## src/rtl/multiplication.sv

```systemverilog
// Sequential shift-add multiplier: product = a*b, one multiplier bit per clock.
// Define MUL_REM_ADD_EN to seed the accumulator with r, giving product = a*b + r.
module multiplication #(
  parameter  int SIZE   = 4,
  localparam int SIZE_2 = 2 * SIZE
) (
  input  logic              clk,
  input  logic              rst_n,
  input  logic              start,
  input  logic [SIZE-1:0]   a,
  input  logic [SIZE-1:0]   b,
  input  logic [SIZE-1:0]   r,
  output logic              busy,
  output logic              done,
  output logic [SIZE_2-1:0] product
);

  localparam int CW = $clog2(SIZE) + 1;

  localparam logic [1:0] IDLE = 2'd0;
  localparam logic [1:0] CALC = 2'd1;
  localparam logic [1:0] DONE = 2'd2;

  logic [1:0]        state_q, state_d;
  logic [SIZE_2-1:0] acc_q, acc_d;
  logic [SIZE_2-1:0] mcand_q, mcand_d;
  logic [SIZE-1:0]   mplier_q, mplier_d;
  logic [CW-1:0]     cnt_q, cnt_d;
  logic [SIZE_2-1:0] product_q, product_d;
  logic              done_q, done_d;
  logic [SIZE_2-1:0] acc_init;

`ifdef MUL_REM_ADD_EN
  assign acc_init = {{SIZE{1'b0}}, r};
`else
  // r stays on the port for drop-in compatibility but feeds nothing
  logic unused_r;
  assign unused_r = ^r;
  assign acc_init = '0;
`endif

  always_comb begin
    state_d   = state_q;
    acc_d     = acc_q;
    mcand_d   = mcand_q;
    mplier_d  = mplier_q;
    cnt_d     = cnt_q;
    product_d = product_q;
    done_d    = 1'b0;
    case (state_q)
      IDLE: begin
        if (start) begin
          mcand_d  = {{SIZE{1'b0}}, a};
          mplier_d = b;
          cnt_d    = '0;
          acc_d    = acc_init;
          state_d  = CALC;
        end
      end
      CALC: begin
        if (mplier_q[0]) acc_d = acc_q + mcand_q;
        mcand_d  = mcand_q << 1;
        mplier_d = mplier_q >> 1;
        cnt_d    = cnt_q + 1'b1;
        if (cnt_q == CW'(SIZE - 1)) state_d = DONE;
      end
      DONE: begin
        product_d = acc_q;
        done_d    = 1'b1;
        state_d   = IDLE;
      end
      default: state_d = IDLE;
    endcase
  end

  always_ff @(posedge clk or negedge rst_n) begin
    if (!rst_n) begin
      state_q   <= IDLE;
      acc_q     <= '0;
      mcand_q   <= '0;
      mplier_q  <= '0;
      cnt_q     <= '0;
      product_q <= '0;
      done_q    <= 1'b0;
    end else begin
      state_q   <= state_d;
      acc_q     <= acc_d;
      mcand_q   <= mcand_d;
      mplier_q  <= mplier_d;
      cnt_q     <= cnt_d;
      product_q <= product_d;
      done_q    <= done_d;
    end
  end

  assign busy    = (state_q == CALC) || (state_q == DONE);
  assign done    = done_q;
  assign product = product_q;

endmodule

```

## config.mk

```make
export PLATFORM = sky130hd
export DESIGN_NAME = multiplication
export DESIGN_NICKNAME = d
export VERILOG_FILES = /design/src/rtl/multiplication.sv
export SDC_FILE = /design/constraint.sdc
export NUM_CORES = 1
export LEC_CHECK = 0
export CORE_ASPECT_RATIO = 2
export CORE_MARGIN = 5
export CORE_UTILIZATION = 53
export CTS_CLUSTER_SIZE = 24
export DETAILED_ROUTE_END_ITERATION = 7
export GPL_ROUTABILITY_DRIVEN = 0
export PLACE_DENSITY = 0.81
export SLEW_MARGIN = 20
export SYNTH_ARGS = -nofsm -noshare
export SYNTH_HDL_FRONTEND = slang
export SYNTH_SLANG_ARGS = --single-unit
```

## constraint.sdc

```tcl
create_clock -name clk -period 2.3 [get_ports clk]
set_input_delay 0.23 -clock clk [delete_from_list [all_inputs] [get_ports clk]]
set_output_delay 0.23 -clock clk [all_outputs]
set_load 0.1 [all_outputs]
```

# Word level (Yosys, flattened, before mapping)
# Cells that the tools add are included.
[word_totals]
output_inout_bits = 10
regBits = 34
[op_classes]
eq_ne = 6
add_sub_neg = 2
muxes = 13
reduce_logical = 6
[op_table]
columns = ["cell", "n"]
rows = [
  ["case mux 8 bit (2 select lines)", 2],
  ["2-to-1 mux 8 bit", 3],
  ["adder 8 bit", 1],
  ["case mux 4 bit (2 select lines)", 1],
  ["!= test 2 bit, second input constant", 3],
  ["case mux 3 bit (2 select lines)", 1],
  ["2-to-1 mux 2 bit", 2],
  ["2-to-1 mux 4 bit", 1],
  ["case mux 2 bit (2 select lines)", 1],
  ["AND reduction 2 bit", 2],
  ["adder 3 x 1 -> 3 bit, second input constant", 1],
  ["equality test 3 x 2 -> 1 bit, second input constant", 1],
  ["2-to-1 mux 3 bit", 1],
  ["AND reduction 3 bit", 1],
  ["equality test 2 x 1 -> 1 bit, second input constant", 1],
  ["equality test 2 bit, second input constant", 1],
  ["logical NOT 2 bit", 1],
  ["nonzero test 2 bit", 1],
  ["logical OR 1 bit", 1],
  ["2-to-1 mux 1 bit", 1],
]

# Depth between registers and ports, before layout
[depth]
ltp_word = 3
ltp_mapped = 7
mapped_depth_nobuf = 7

# Least setup slack after synthesis
# Ideal clock, no wire load.
[synth_path]
path_type = "reg-to-reg"
start = "register mcand_q[0]"
end = "register acc_q[6]"
stages_incl_launch_ff = 8
arrival_ns = 1.618
path_slack_ns = 0.556
path_cell_list = "dfrtp_1 ha_1 fa_1 a21oi_1 o21ai_0 a21oi_1 xor2_1 o21ai_0"
[synth_between]
elab_chain_len = 3
[synth_rtl]
columns = ["element", "line", "source"]
rows = [
  ["from (decl)", "26", "logic [SIZE_2-1:0] mcand_q, mcand_d;"],
  ["from (signal assigned)", "88", "mcand_q <= mcand_d;"],
  ["adder 8 bit", "61", "if (mplier_q[0]) acc_d = acc_q + mcand_q;"],
  ["2-to-1 mux 8 bit", "61", ""],
  ["case mux 8 bit (2 select lines)", "50", "case (state_q)"],
  ["to (signal assigned)", "79", "acc_q <= '0;"],
  ["to (signal assigned)", "87", "acc_q <= acc_d;"],
  ["to (decl)", "25", "logic [SIZE_2-1:0] acc_q, acc_d;"],
]
# Every way passes these cells. The select of a mux whose other input is x is not followed.
# A chain may end at the register's enable or synchronous reset.

# Worst setup path in the final report
# Same ends and word-level chain as after synthesis.

==> metrics.md <==
| Metric | Value |
|---|---|
| Routed wire per std cell | 16.6 um |
| Ant diodes | 0 |
| CTS Sinks | 34 |
| Die Y | 90.6 um |
| Cell taking the most area after synthesis | dfrtp_1 |
| Synthesized flop and latch total | 34 |
| Post-synthesis average cell area | 11.2 sq um |
| Syn_nets | 181 |
| Die X | 50.3 um |
| Post-DP HPWL | 2690 um |
| Most frequent cells in the layout | dfrtp_1, a21oi_1, o22ai_1, ha_1, buf_4 |
| First-pass GRT wire length | 5950 um |
| Starting Density | 54.5% |
| FP Rows | 29 |
| Post-CTS sizing | 0 |
| H-tree depth | 2 |
| Worst min path class | input pin to async pin |
| Antenna violations before repair | 0 |
| Worst endpoint required time | 2470 ps |
| I/O Pins | 25 |
| Measured slew at the worst slew-check pin | 438 ps |
| Area delta synth->final | 16.8% |
| Share of post-route cells with drive strength above 1 | 19.7% |
| Post-synth top area share | 49.5% |
| Fill count | 255 |
| Sequential area share after synthesis | 49.5% |
| Final worst path period share | 82.6% |
| Mapped cell area | 1720 sq um |
| DRC Markers | 0 |
| WL final | 3470 um |
| 1st-iter DRT viols | 41 |
| Max Cap Viol | 0 |
| CTS buffer count | 5 |
| Total track usage | 16.9% |
| Worst-Skew Late Latency | 290 ps |
| Dominant cells by area after synthesis | dfrtp_1, ha_1, mux2_2 |
| Router iterations before antenna repair | 4 |
| WP data arrival | 2070 ps |
| Max Root-Sink Buffers | 2 |
| Routed vias | 1267 |
| Startpoint Class | flop |
| Setup bufs post-CTS | 0 |
| Syn Inst Count | 153 |
| Layout Nets | 205 |
| Rel. slew slack | 70.8% |
| Final setup viols | 0 |
| Ys Warns | 0 |
| Vias in the first global route | 1353 |
| Status | finished, final reports clean |
| Worst Skew | 4.57 ps |
| Critical Path End Type | flop |
| Unrepaired setup endpoints after global routing | false |
| Fmax achieved | 0.526 GHz |
| PortBufs | 20 |
| CP Max Fanout | 4 |
| Gr ovfl total | 0 |
| Vias/cell | 6.06 |
| Worst-path clk slew | 70 ps |
| Pins over their slew limit | 0 |
| Number of routed nets with antenna violations | 0 |
| TritonCTS clock tree | built |
| Post-CTS Hold Fix Bufs | 0 |
| Setup TNS | 0 ps |
| Full die area | 4550 sq um |
| Minimum clock period | 1900 ps |
| Distinct cells, synth | 31 |
| Pin count of the biggest net entering global routing | 35 |
| Crit Path Class | flop to flop |
| Commonest non-fill, non-tap cell in the layout | dfrtp_1 |
| CTS root buffer | clkbuf_8 |
| Hold Fails Final Rpt | 0 |
| Placeable Area | 3160 sq um |
critical path, stage by stage (launching register included):
cell and delay, ps:
dfrtp_1 420, ha_1 250, fa_1 410, a21oi_1 180, o21ai_0 110, a21oi_1 180
xor2_1 140, o21ai_0 80
cells by family after synthesis:
kind of cell	after synthesis	share of synthesized area (%)
xor gates and xnor gates	7	3.56
DFF	34	49.5
muxes	8	5.24
and+or+nand+nor	21	6.33
adders and majority gates	13	9.89
AOI/OAI and AO/OA	55	21.5
buffers and inverters	15	4.00
cell type report:
cell class | count | area (sq um) | share of cell area, %
inverters | 10 | 37.5 | 1.87
flip-flops and latches | 34 | 851 | 42.3
repair buffers | 22 | 190 | 9.46
clock buffers | 7 | 86.3 | 4.30
well taps | 31 | 38.8 | 1.93
multi-input cells | 104 | 801 | 39.9
clock inverters | 1 | 5.00 | 0.249
cells in the mapped netlist:
master     n
nand2_1   11
o22ai_1   12
nand2b_4   1
a211oi_2   1
a21o_2     1
and3_1     2
o21ai_4    1
and2_1     1
xor2_1     2
nand2b_1   1
buf_4      3
o21ai_2    1
ha_1      12
buf_2      1
o21bai_4   1
fa_1       1
nor2_1     2
mux2_2     8
o32ai_1    1
inv_1     10
nand2_4    1
a32o_1     2
o21ai_1    1
xnor2_1    5
clkbuf_1   1
a21oi_1   17
nor3_1     2
a22o_1     5
dfrtp_1   34
a31oi_2    1
o21ai_0   11
state kept, by name, summed over array words and instances, names as in the netlist:
name / count
cnt_q: 3
acc_q: 8
product: 8
state_q: 2
done: 1
mplier_q: 4
mcand_q: 8
metal layers:
metal	vias to the layer above	GRT usage (%)	part of all wire, %
met5	-	0	0
met4	0	9.19	3.9
met3	12	4.30	4.6
met2	36	31.1	58
met1	620	15.6	34
li1	599	-	-
through the flow:
step	instance area, sq um	std cells	hold slack, ps	setup slack, ps	utilization, %
floorplan	1720	153	-65.6	556	-
global placement	1920	201	468	416	60.8
detailed placement	1920	201	472	412	60.8
CTS	2010	209	359	393	63.7
global route	2010	209	388	273	63.7
finish	2010	209	348	401	63.7
path summary, 6_finish.rpt:
| check | endpoint | depth (start not counted) | startpoint | slack (ps) |
|---|---|---|---|---|
| worst min register to register | cnt_q[2]$_DFFE_PN0P_ | 2 | cnt_q[2]$_DFFE_PN0P_ | 480 |
| worst min-delay path | product[1]$_DFFE_PN0P_ | 2 | rst_n | 350 |
| worst max register to register | acc_q[6]$_DFFE_PN0P_ | 7 | mcand_q[0]$_DFFE_PN0P_ | 400 |
| min in group clk | cnt_q[2]$_DFFE_PN0P_ | 2 | cnt_q[2]$_DFFE_PN0P_ | 480 |
| max in group asynchronous | cnt_q[1]$_DFFE_PN0P_ | 2 | rst_n | 1640 |
| worst max-delay path | acc_q[6]$_DFFE_PN0P_ | 7 | mcand_q[0]$_DFFE_PN0P_ | 400 |
Power is left out: the tool's default activity adds up to more than one toggle a clock period on the data nets, which glitch-free logic cannot reach.
